### src/rtl/load_store_unit_if.sv
// load_store_unit_if: core request/response and cache command signals of the load/store unit
interface load_store_unit_if #(
    parameter int ADDRESS_BITWIDTH       = 32,
    parameter int STALL_COUNTER_BITWIDTH = 32
);
    logic                              req_valid;
    logic                              req_ready;
    logic                              req_write;
    logic [2:0]                        req_funct3;
    logic [ADDRESS_BITWIDTH-1:0]       req_addr;
    logic [31:0]                       req_wdata;
    logic                              rsp_valid;
    logic [31:0]                       rsp_rdata;
    logic                              rsp_error;
    logic [STALL_COUNTER_BITWIDTH-1:0] stall_cycles;
    logic [ADDRESS_BITWIDTH-1:0]       address;
    logic [31:0]                       data_in;
    logic [3:0]                        write_enable;
    logic [31:0]                       data_out;
    logic                              data_out_ready;
    logic                              busy;

    modport master (
        input  req_valid, req_write, req_funct3, req_addr, req_wdata, data_out, data_out_ready, busy,
        output req_ready, rsp_valid, rsp_rdata, rsp_error, stall_cycles, address, data_in, write_enable
    );

    modport slave (
        output req_valid, req_write, req_funct3, req_addr, req_wdata, data_out, data_out_ready, busy,
        input  req_ready, rsp_valid, rsp_rdata, rsp_error, stall_cycles, address, data_in, write_enable
    );
endinterface

### src/rtl/load_store_unit.sv
// load_store_unit: RISC-V byte/half/word loads and stores onto a word-addressed cache port
module load_store_unit #(
    parameter int ADDRESS_BITWIDTH       = 32,
    parameter int STALL_COUNTER_BITWIDTH = 32
) (
    input logic               clk,
    input logic               rst_n,
    load_store_unit_if.master bus_io
);
    typedef enum logic [2:0] {IDLE, ISSUE, WAIT_RD, WAIT_WR, RESP} state_t;

    state_t                            state_q, state_d;
    logic [2:0]                        funct3_q;
    logic [1:0]                        off_q;
    logic                              write_q;
    logic                              rsp_error_q;
    logic [31:0]                       rsp_rdata_q;
    logic [31:0]                       data_in_q;
    logic [ADDRESS_BITWIDTH-1:0]       address_q;
    logic [3:0]                        write_enable_q;
    logic [STALL_COUNTER_BITWIDTH-1:0] stall_q;
    logic                              ready, accept, done, bad;
    logic [2:0]                        req_f;
    logic [1:0]                        req_off;
    logic [3:0]                        req_be;
    logic [31:0]                       req_wd, rd_ext;
    logic [7:0]                        rd_byte;
    logic [15:0]                       rd_half;

    assign ready                 = rst_n && state_q == IDLE && !bus_io.busy;
    assign bus_io.req_ready      = ready;
    assign bus_io.rsp_valid      = state_q == RESP;
    assign bus_io.rsp_rdata      = rsp_rdata_q;
    assign bus_io.rsp_error      = rsp_error_q;
    assign bus_io.stall_cycles   = stall_q;
    assign bus_io.address        = address_q;
    assign bus_io.data_in        = data_in_q;
    assign bus_io.write_enable   = write_enable_q;

    // Decode the incoming request: legality, alignment, store strobes and replicated store data
    always_comb begin
        req_f   = bus_io.req_funct3;
        req_off = bus_io.req_addr[1:0];
        bad     = req_f == 3'b011 || req_f[2:1] == 2'b11 || (bus_io.req_write && req_f[2])
                  || (req_f[1:0] == 2'b01 && req_off[0]) || (req_f[1:0] == 2'b10 && req_off != 2'b00);
        req_be  = req_f[1:0] == 2'b00 ? 4'b0001 << req_off :
                  req_f[1:0] == 2'b01 ? 4'b0011 << req_off : 4'b1111;
        req_wd  = req_f[1:0] == 2'b00 ? {4{bus_io.req_wdata[7:0]}} :
                  req_f[1:0] == 2'b01 ? {2{bus_io.req_wdata[15:0]}} : bus_io.req_wdata;
    end

    // Pick the addressed byte/half out of the returned word and extend it
    always_comb begin
        rd_byte = bus_io.data_out[{off_q, 3'b000} +: 8];
        rd_half = bus_io.data_out[{off_q[1], 4'b0000} +: 16];
        rd_ext  = funct3_q[1:0] == 2'b00 ? {{24{rd_byte[7] & ~funct3_q[2]}}, rd_byte} :
                  funct3_q[1:0] == 2'b01 ? {{16{rd_half[15] & ~funct3_q[2]}}, rd_half} : bus_io.data_out;
    end

    // State register
    always_ff @(posedge clk) begin
        state_q <= !rst_n ? IDLE : state_d;
    end

    // Next state plus accept/complete strobes for the datapath
    always_comb begin
        state_d = state_q;
        accept  = 1'b0;
        done    = 1'b0;
        case (state_q)
            IDLE: begin
                accept  = bus_io.req_valid && ready;
                state_d = !accept ? IDLE : bad ? RESP : ISSUE;
            end
            ISSUE:   state_d = write_q ? WAIT_WR : WAIT_RD;
            WAIT_RD: begin
                done    = bus_io.data_out_ready && !bus_io.busy;
                state_d = done ? RESP : WAIT_RD;
            end
            WAIT_WR: begin
                done    = !bus_io.busy;
                state_d = done ? RESP : WAIT_WR;
            end
            default: state_d = IDLE;
        endcase
    end

    // Latch the request, hold the cache command until completion, capture load data, count stalls
    always_ff @(posedge clk) begin
        if (!rst_n) begin
            funct3_q       <= '0;
            off_q          <= '0;
            write_q        <= 1'b0;
            rsp_error_q    <= 1'b0;
            rsp_rdata_q    <= '0;
            data_in_q      <= '0;
            address_q      <= '0;
            write_enable_q <= '0;
            stall_q        <= '0;
        end else begin
            if (accept) begin
                funct3_q    <= req_f;
                off_q       <= req_off;
                write_q     <= bus_io.req_write;
                rsp_error_q <= bad;
                rsp_rdata_q <= '0;
                if (!bad) begin
                    address_q      <= {bus_io.req_addr[ADDRESS_BITWIDTH-1:2], 2'b00};
                    data_in_q      <= bus_io.req_write ? req_wd : '0;
                    write_enable_q <= bus_io.req_write ? req_be : 4'b0000;
                end
            end
            if (done) write_enable_q <= 4'b0000;
            if (done && state_q == WAIT_RD) rsp_rdata_q <= rd_ext;
            if ((state_q == WAIT_RD || state_q == WAIT_WR) && !done) stall_q <= stall_q + 1'b1;
        end
    end
endmodule
### src/flat_wrapper.sv
// flat-port wrapper written by rule: the top's interface ports become plain ports
module load_store_unit_flat 
#(
    parameter int ADDRESS_BITWIDTH       = 32,
    parameter int STALL_COUNTER_BITWIDTH = 32
)
  (clk, rst_n, bus_io_req_valid, bus_io_req_write, bus_io_req_funct3, bus_io_req_addr, bus_io_req_wdata, bus_io_data_out, bus_io_data_out_ready, bus_io_busy, bus_io_req_ready, bus_io_rsp_valid, bus_io_rsp_rdata, bus_io_rsp_error, bus_io_stall_cycles, bus_io_address, bus_io_data_in, bus_io_write_enable);
  load_store_unit_if #(.ADDRESS_BITWIDTH(ADDRESS_BITWIDTH), .STALL_COUNTER_BITWIDTH(STALL_COUNTER_BITWIDTH)) bus_io_i ();
  input logic clk;
  input logic rst_n;
  input wire logic [$bits(bus_io_i.req_valid)-1:0] bus_io_req_valid;
  input wire logic [$bits(bus_io_i.req_write)-1:0] bus_io_req_write;
  input wire logic [$bits(bus_io_i.req_funct3)-1:0] bus_io_req_funct3;
  input wire logic [$bits(bus_io_i.req_addr)-1:0] bus_io_req_addr;
  input wire logic [$bits(bus_io_i.req_wdata)-1:0] bus_io_req_wdata;
  input wire logic [$bits(bus_io_i.data_out)-1:0] bus_io_data_out;
  input wire logic [$bits(bus_io_i.data_out_ready)-1:0] bus_io_data_out_ready;
  input wire logic [$bits(bus_io_i.busy)-1:0] bus_io_busy;
  output wire logic [$bits(bus_io_i.req_ready)-1:0] bus_io_req_ready;
  output wire logic [$bits(bus_io_i.rsp_valid)-1:0] bus_io_rsp_valid;
  output wire logic [$bits(bus_io_i.rsp_rdata)-1:0] bus_io_rsp_rdata;
  output wire logic [$bits(bus_io_i.rsp_error)-1:0] bus_io_rsp_error;
  output wire logic [$bits(bus_io_i.stall_cycles)-1:0] bus_io_stall_cycles;
  output wire logic [$bits(bus_io_i.address)-1:0] bus_io_address;
  output wire logic [$bits(bus_io_i.data_in)-1:0] bus_io_data_in;
  output wire logic [$bits(bus_io_i.write_enable)-1:0] bus_io_write_enable;
  assign bus_io_i.req_valid = bus_io_req_valid;
  assign bus_io_i.req_write = bus_io_req_write;
  assign bus_io_i.req_funct3 = bus_io_req_funct3;
  assign bus_io_i.req_addr = bus_io_req_addr;
  assign bus_io_i.req_wdata = bus_io_req_wdata;
  assign bus_io_i.data_out = bus_io_data_out;
  assign bus_io_i.data_out_ready = bus_io_data_out_ready;
  assign bus_io_i.busy = bus_io_busy;
  assign bus_io_req_ready = bus_io_i.req_ready;
  assign bus_io_rsp_valid = bus_io_i.rsp_valid;
  assign bus_io_rsp_rdata = bus_io_i.rsp_rdata;
  assign bus_io_rsp_error = bus_io_i.rsp_error;
  assign bus_io_stall_cycles = bus_io_i.stall_cycles;
  assign bus_io_address = bus_io_i.address;
  assign bus_io_data_in = bus_io_i.data_in;
  assign bus_io_write_enable = bus_io_i.write_enable;
  load_store_unit #(.ADDRESS_BITWIDTH(ADDRESS_BITWIDTH), .STALL_COUNTER_BITWIDTH(STALL_COUNTER_BITWIDTH)) u_core (.clk(clk), .rst_n(rst_n), .bus_io(bus_io_i));
endmodule
### config.mk
export PLATFORM = sky130hd
export DESIGN_NAME = load_store_unit_flat
export DESIGN_NICKNAME = d
export VERILOG_FILES = /design/src/rtl/load_store_unit_if.sv /design/src/rtl/load_store_unit.sv /design/src/flat_wrapper.sv
export SDC_FILE = /design/constraint.sdc
export NUM_CORES = 1
export LEC_CHECK = 0
export ABC_CLOCK_PERIOD_IN_PS = 2700
export BUFFER_PORTS_ARGS = -buffer_cell sky130_fd_sc_hd__buf_2
export CAP_MARGIN = 10
export CORE_MARGIN = 4
export CORE_UTILIZATION = 55
export CTS_BUF_LIST = sky130_fd_sc_hd__clkbuf_4
export CTS_CLUSTER_DIAMETER = 40
export DETAILED_ROUTE_END_ITERATION = 8
export HOLD_SLACK_MARGIN = 0.1
export PLACE_DENSITY = 0.88
export RECOVER_POWER = 25
export SKIP_CTS_REPAIR_TIMING = 1
export SYNTH_ARGS = -nofsm -noshare
export SYNTH_HDL_FRONTEND = slang
export SYNTH_SLANG_ARGS = --single-unit
export TNS_END_PERCENT = 1
### constraint.sdc
create_clock -name clk -period 2.7 [get_ports clk]
set_input_delay 0.54 -clock clk [delete_from_list [all_inputs] [get_ports clk]]
set_output_delay 0.54 -clock clk [all_outputs]
set_load 0.005 [all_outputs]
-- Word level (Yosys, flattened, before mapping)
Cells that the tools add are included.
- register bits after elaboration: 140
- input bits: 105
- output and inout bits: 135
- logic and storage cells: 70
- $add $sub $neg: 1
- equal/unequal tests: 9
- shifts and indexed selects: 4
- muxes and demuxes: 18
- bitwise gates (word level): 5
- reductions and logical operators: 23
- operator list (operator ; number):
    32-bit two-way mux ; 7
    32-bit by 1-bit adder with 32-bit output, second input constant ; 1
    32-bit by 6-bit indexed part select with 16-bit output ; 1
    32-bit by 6-bit indexed part select with 8-bit output ; 1
    3-bit two-way mux ; 4
    4-bit two-way mux ; 3
    3-bit case mux with 4 select lines ; 1
    3-bit by 2-bit equality test with 1-bit output, second input constant ; 3
    1-bit logical AND ; 9
    1-bit logical OR ; 5
    2-bit by 1-bit equality test with 1-bit output, second input constant ; 2
    2-bit equality test, second input constant ; 2
    2-bit zero test ; 2
    2-bit nonzero test ; 2
    1-bit by 2-bit << shifter with 4-bit output, first input constant ; 1
    2-bit by 2-bit << shifter with 4-bit output, first input constant ; 1
    3-bit by 1-bit equality test with 1-bit output, second input constant ; 1
    3-bit equality test, second input constant ; 1
    3-bit zero test ; 1
    1-bit NOT ; 3
    1-bit bitwise AND ; 2
    1-bit zero test ; 2
    1-bit two-way mux ; 2
    1-bit case mux with 2 select lines ; 1
    2 further kinds ; 2

-- Longest topological paths before layout
- depth in word-level cells: 8
- depth in mapped cells: 8
- mapped depth without buffers: 6

-- Worst setup path after synthesis
OpenSTA, ideal clock, no wires.
- path type: input to register
- start: input bus_io_req_addr[0]
- end: register u_core.data_in_q[14], in the netlist u_core.bus_io.data_in[14]
- setup time: 0.125 ns
- arrival time: 1.773 ns
- required time: 2.575 ns
- setup slack: 0.802 ns
- stages on the path: 8
- cell sequence: inv_1 > ha_1 > nand2b_1 > and3_1 > buf_2 > nand3_1 > clkbuf_1 > o2bb2ai_1
- longest elaborated chain between the ends: 5
- ends and longest elaborated chain (what ; RTL line ; source):
    start, declared ; flat_wrapper.sv:14 ; input wire logic [$bits(bus_io_i.req_addr)-1:0] bus_io_req_addr;
    2-bit nonzero test or 1-bit logical AND (tied branches) ; load_store_unit.sv:45 ; || (req_f[1:0] == 2'b01 && req_off[0]) || (req_f[1:0] == 2'b10 && req_off != 2'b00);
    1-bit logical AND or 1-bit logical OR (tied branches) ; load_store_unit.sv:45 ;
    1-bit logical OR * ; load_store_unit.sv:45 ;
    1-bit NOT (no line) * ; - ;
    2-bit AND reduction (no line) * ; - ;
    end signal, assigned ; load_store_unit.sv:109 ; data_in_q <= bus_io.req_write ? req_wd : '0;
    end, declared ; load_store_unit.sv:18 ; logic [31:0] data_in_q;
Mark *: on every way between the ends. The rest lies on a longest branch, timed or not.
A chain may end at the register's enable or synchronous reset.

-- Final worst setup path
- start: register u_core.state_q[2]
- end: output bus_io_req_ready
- longest elaborated chain between the ends: 3
- ends and longest elaborated chain (what ; RTL line ; source):
    start, declared ; load_store_unit.sv:12 ; state_t state_q, state_d;
    start signal, assigned ; load_store_unit.sv:62 ; state_q <= !rst_n ? IDLE : state_d;
    3-bit zero test ; load_store_unit.sv:30 ; assign ready = rst_n && state_q == IDLE && !bus_io.busy;
    1-bit logical AND (2 in a row) ; load_store_unit.sv:30 ;
    end, declared ; flat_wrapper.sv:19 ; output wire logic [$bits(bus_io_i.req_ready)-1:0] bus_io_req_ready;
No other way between the ends.

==> impl_metrics.ini <==
[drt]
drt-vias-per-instance = 5.933
drt_first_iter_violations = 777
detailedRoute.firstPassIterationCount = 5
drcViolationCount = 0
detail_route.wirelength_mm = 18.54
vias = 6431
post_route_antenna_net_violation_count = 0
post_drt_wl_per_cell_um = 17.10

[critical_path]
worst-setup-path-type = flop to output port
wp_depth = 3
crit_path_start_kind = flop
critical_path.startpoint = u_core.state_q[2]
cp.required_ns = 2.16
regToRegStartpoint = u_core.state_q[1]
critical-path-slowest-cell = sky130_fd_sc_hd__dfxtp_1
peak_per_stage_delay_on_the_critical_path_ns = 0.38
timing.critical_path.cells = nand2b_1 > nor4_1 > buf_2
cp_data_arrival_time_ns = 1.66
worst_setup_path_end_kind = output port
timing.critical_path.buf_inv = 1
path_max_fanout = 8
r2r_cells = 4
cpLargestDelayFamily = simple AND/OR/NAND/NOR gates

[grt]
grt_antenna_before_repair = 1
via_count_of_the_first_global_routing_pass = 5757
grt_pass1_wl_mm = 28.49
total_track_usage_pct = 26.58
grt_max_degree = 50
globalRouteOverflowTotal = 0

[synth]
dominantRegCellSynth = sky130_fd_sc_hd__dfxtp_1
synthDistinctLibCells = 54
synth_sequential_area_ratio_pct = 43.59
synth-edff-count = 0
synth_top_family_by_area = compound AO/OA/AOI/OAI gates
synth.yosys.warnings = 0
syn_inst = 723
synth.area.top_cells = sky130_fd_sc_hd__dfxtp_1, sky130_fd_sc_hd__mux2i_1, sky130_fd_sc_hd__a21oi_1, sky130_fd_sc_hd__nand2_1, sky130_fd_sc_hd__o21ai_0
synthDominantAreaCellType = sky130_fd_sc_hd__dfxtp_1
synthesis.area_per_instance_um2 = 8.893
synth.ff_latch_count = 140
synth.mux.area_fraction_pct = 8.757
synthSimpleGateAreaFrac_pct = 19.40
synth_top_area_share_pct = 43.59
synth.cell_area_um2 = 6430
asyncSetResetFlopFracSynth_pct = 0
synth_compound_area_share_pct = 20.98
post_synth_fa_ha_maj_area_fraction_pct = 0.9730
post_synth_xor_xnor_area_pct = 1.090

[timing]
clock_skew_ns = 0.01541
setup-tns-final_ns = 0
report.final.setup_viol = 0
rsz0062_at_grt = false
timing.fmax_mhz = 454.7
final.min_clock_period_ns = 2.199
hold_fails_final_rpt = 0
finalCritPeriodShare_pct = 81.46
worstMarginPinSlew_ns = 1.141
drv_slew = 0
max_slew_margin_pct = 23.92

[cts]
clk_pin_slew_worst_paths_ns = 0.11
largest_buffer_count_on_any_clock_path = 2
numCtsBuffers = 17
cts_root_buf = sky130_fd_sc_hd__clkbuf_4
ctsHtreeMaxLevel = 4
cts_tree = yes
cts_num_sinks = 140
clk-insertion-delay-late_ns = 0.54

[power_and_ir_drop]
power.density_cell_area_nw_per_um2 = 454.9
peakVddDrop_mv = 0.3858
p_leak_nw = 3.251
total_power_mw = 3.538

[cells_and_area]
design.final.nets = 1041
most-common-layout-cells = sky130_fd_sc_hd__buf_2, sky130_fd_sc_hd__dfxtp_1, sky130_fd_sc_hd__nand2_1, sky130_fd_sc_hd__a21oi_1, sky130_fd_sc_hd__o21ai_0
final_layout_size_suffix_gt1_share_pct = 27.34
area_growth_syn_to_layout_pct = 20.94
layout.cells.most_common = sky130_fd_sc_hd__buf_2

[die]
core_region_area_um2 = 11420
dieArea_um2 = 13490
fp-row-count = 39
starting_utilization_of_the_core_area_pct = 56.31
die-height_um = 116.1
die_w_um = 116.1
floorplan.io_pins = 240

[min_path]
worst_hold_check_path_type = input port to flop
worst_hold_startpoint = bus_io_req_addr[18]
hold_depth = 3

[place]
dp.final_hpwl_mm = 13.31
globalplace.congestion = 0.8372
io_buffers = 237

[job]
maxCapViolations = 0

[outcome]
result_of_the_run = finished clean
==> worst paths after layout <==
check / endpoint / slack, ns
setup / recovery: bus_io_req_ready / 0.50
hold / removal: u_core.bus_io.address[18] / 0.23
setup reg to reg: u_core.bus_io.stall_cycles[19] / 0.60
hold reg to reg: u_core.write_q / 0.47
==> tightest hold or removal path, stage by stage <==
cell,delay (ns)
sky130_fd_sc_hd__buf_2,0.09
sky130_fd_sc_hd__nand3_1,0.05
sky130_fd_sc_hd__a21oi_1,0.05
==> registers in the layout, summed over array words and instances, names as in the netlist <==
register / count
u_core.state_q: 3
u_core.bus_io.rsp_error: 1
u_core.bus_io.stall_cycles: 32
u_core.off_q: 2
u_core.bus_io.rsp_rdata: 32
u_core.write_q: 1
u_core.bus_io.data_in: 32
u_core.bus_io.address: 30
u_core.funct3_q: 3
u_core.bus_io.write_enable: 4
==> layout make-up <==
type                       count  area, µm²
tap                          143      178.9
clock inverter                 7      28.78
clock buffer                  21      157.7
sequential                   140       2803
fill                         965       3642
multi-input combinational    507       3296
inverter                       9      33.78
timing repair buffer         256       1276
antenna                        1      2.502
==> kinds of logic (layout without fill, tap and decap cells) <==
| group | after synthesis | after routing |
|---|---|---|
| other cells | 1 | 3 |
| simple gates | 238 | 238 |
| buf+inv | 77 | 293 |
| compound gates | 208 | 208 |
| fa+ha+maj | 5 | 5 |
| flops | 140 | 140 |
| mux | 46 | 46 |
| xor+xnor | 8 | 8 |
==> report_power, final <==
part | leakage [nW] | total [mW] | internal, mW | switching (mW)
combinational | 2.01 | 0.388 | 0.155 | 0.233
sequential | 1.13 | 2.10 | 2.08 | 0.0141
clock | 0.112 | 1.05 | 0.366 | 0.687
==> cell usage after synthesis, types with 2 or more instances <==
library cell and n:
sky130_fd_sc_hd__nand4_1 15, sky130_fd_sc_hd__mux2i_1 36, sky130_fd_sc_hd__nand3_1 54, sky130_fd_sc_hd__o2bb2ai_1 16
sky130_fd_sc_hd__nor2b_1 2, sky130_fd_sc_hd__nor3_1 4, sky130_fd_sc_hd__nand2_1 78, sky130_fd_sc_hd__nor4_1 9
sky130_fd_sc_hd__a32o_1 2, sky130_fd_sc_hd__o21ai_0 57, sky130_fd_sc_hd__xor2_1 6, sky130_fd_sc_hd__mux2_2 2
sky130_fd_sc_hd__xnor2_1 2, sky130_fd_sc_hd__or3_1 2, sky130_fd_sc_hd__a21oi_1 67, sky130_fd_sc_hd__a31oi_1 7
sky130_fd_sc_hd__a211oi_1 2, sky130_fd_sc_hd__ha_1 5, sky130_fd_sc_hd__clkbuf_1 39, sky130_fd_sc_hd__o31ai_1 9
sky130_fd_sc_hd__inv_1 9, sky130_fd_sc_hd__nand2b_1 15, sky130_fd_sc_hd__buf_1 6, sky130_fd_sc_hd__a22o_1 21
sky130_fd_sc_hd__buf_4 3, sky130_fd_sc_hd__nor2_1 22, sky130_fd_sc_hd__and3_1 6, sky130_fd_sc_hd__nor4_2 3
sky130_fd_sc_hd__and4_1 5, sky130_fd_sc_hd__o2111ai_1 4, sky130_fd_sc_hd__or4_1 10, sky130_fd_sc_hd__a221o_1 16
sky130_fd_sc_hd__buf_2 19, sky130_fd_sc_hd__and2_1 3, sky130_fd_sc_hd__dfxtp_1 140, sky130_fd_sc_hd__mux4_2 8
sky130_fd_sc_hd__or2_2 2
==> metal layers <==
metal,global-route usage [%],routed length [µm],vias to the layer above
met4,11.45,558,0
met1,33.55,7604,2984
met5,0,0,-
met2,41.31,8618,321
met3,9.482,1760,44
li1,-,-,3082
==> per-stage QoR <==
stage,area [µm²],util (%),hold WS (ns),std cells,worst slack [ns]
6_report,7776,68.10,0.2344,1084,0.5007
5_1_grt,7776,68.10,0.1905,1084,0.4085
4_1_cts,7831,68.58,0.1785,1083,0.4949
3_5_place_dp,7645,66.95,0.4414,1055,0.3157
3_3_place_gp,7645,66.95,0.4415,1055,0.4170
2_1_floorplan,6434,-,0.4338,724,0.8021
Note: power is estimated with default switching activity, not from simulation.
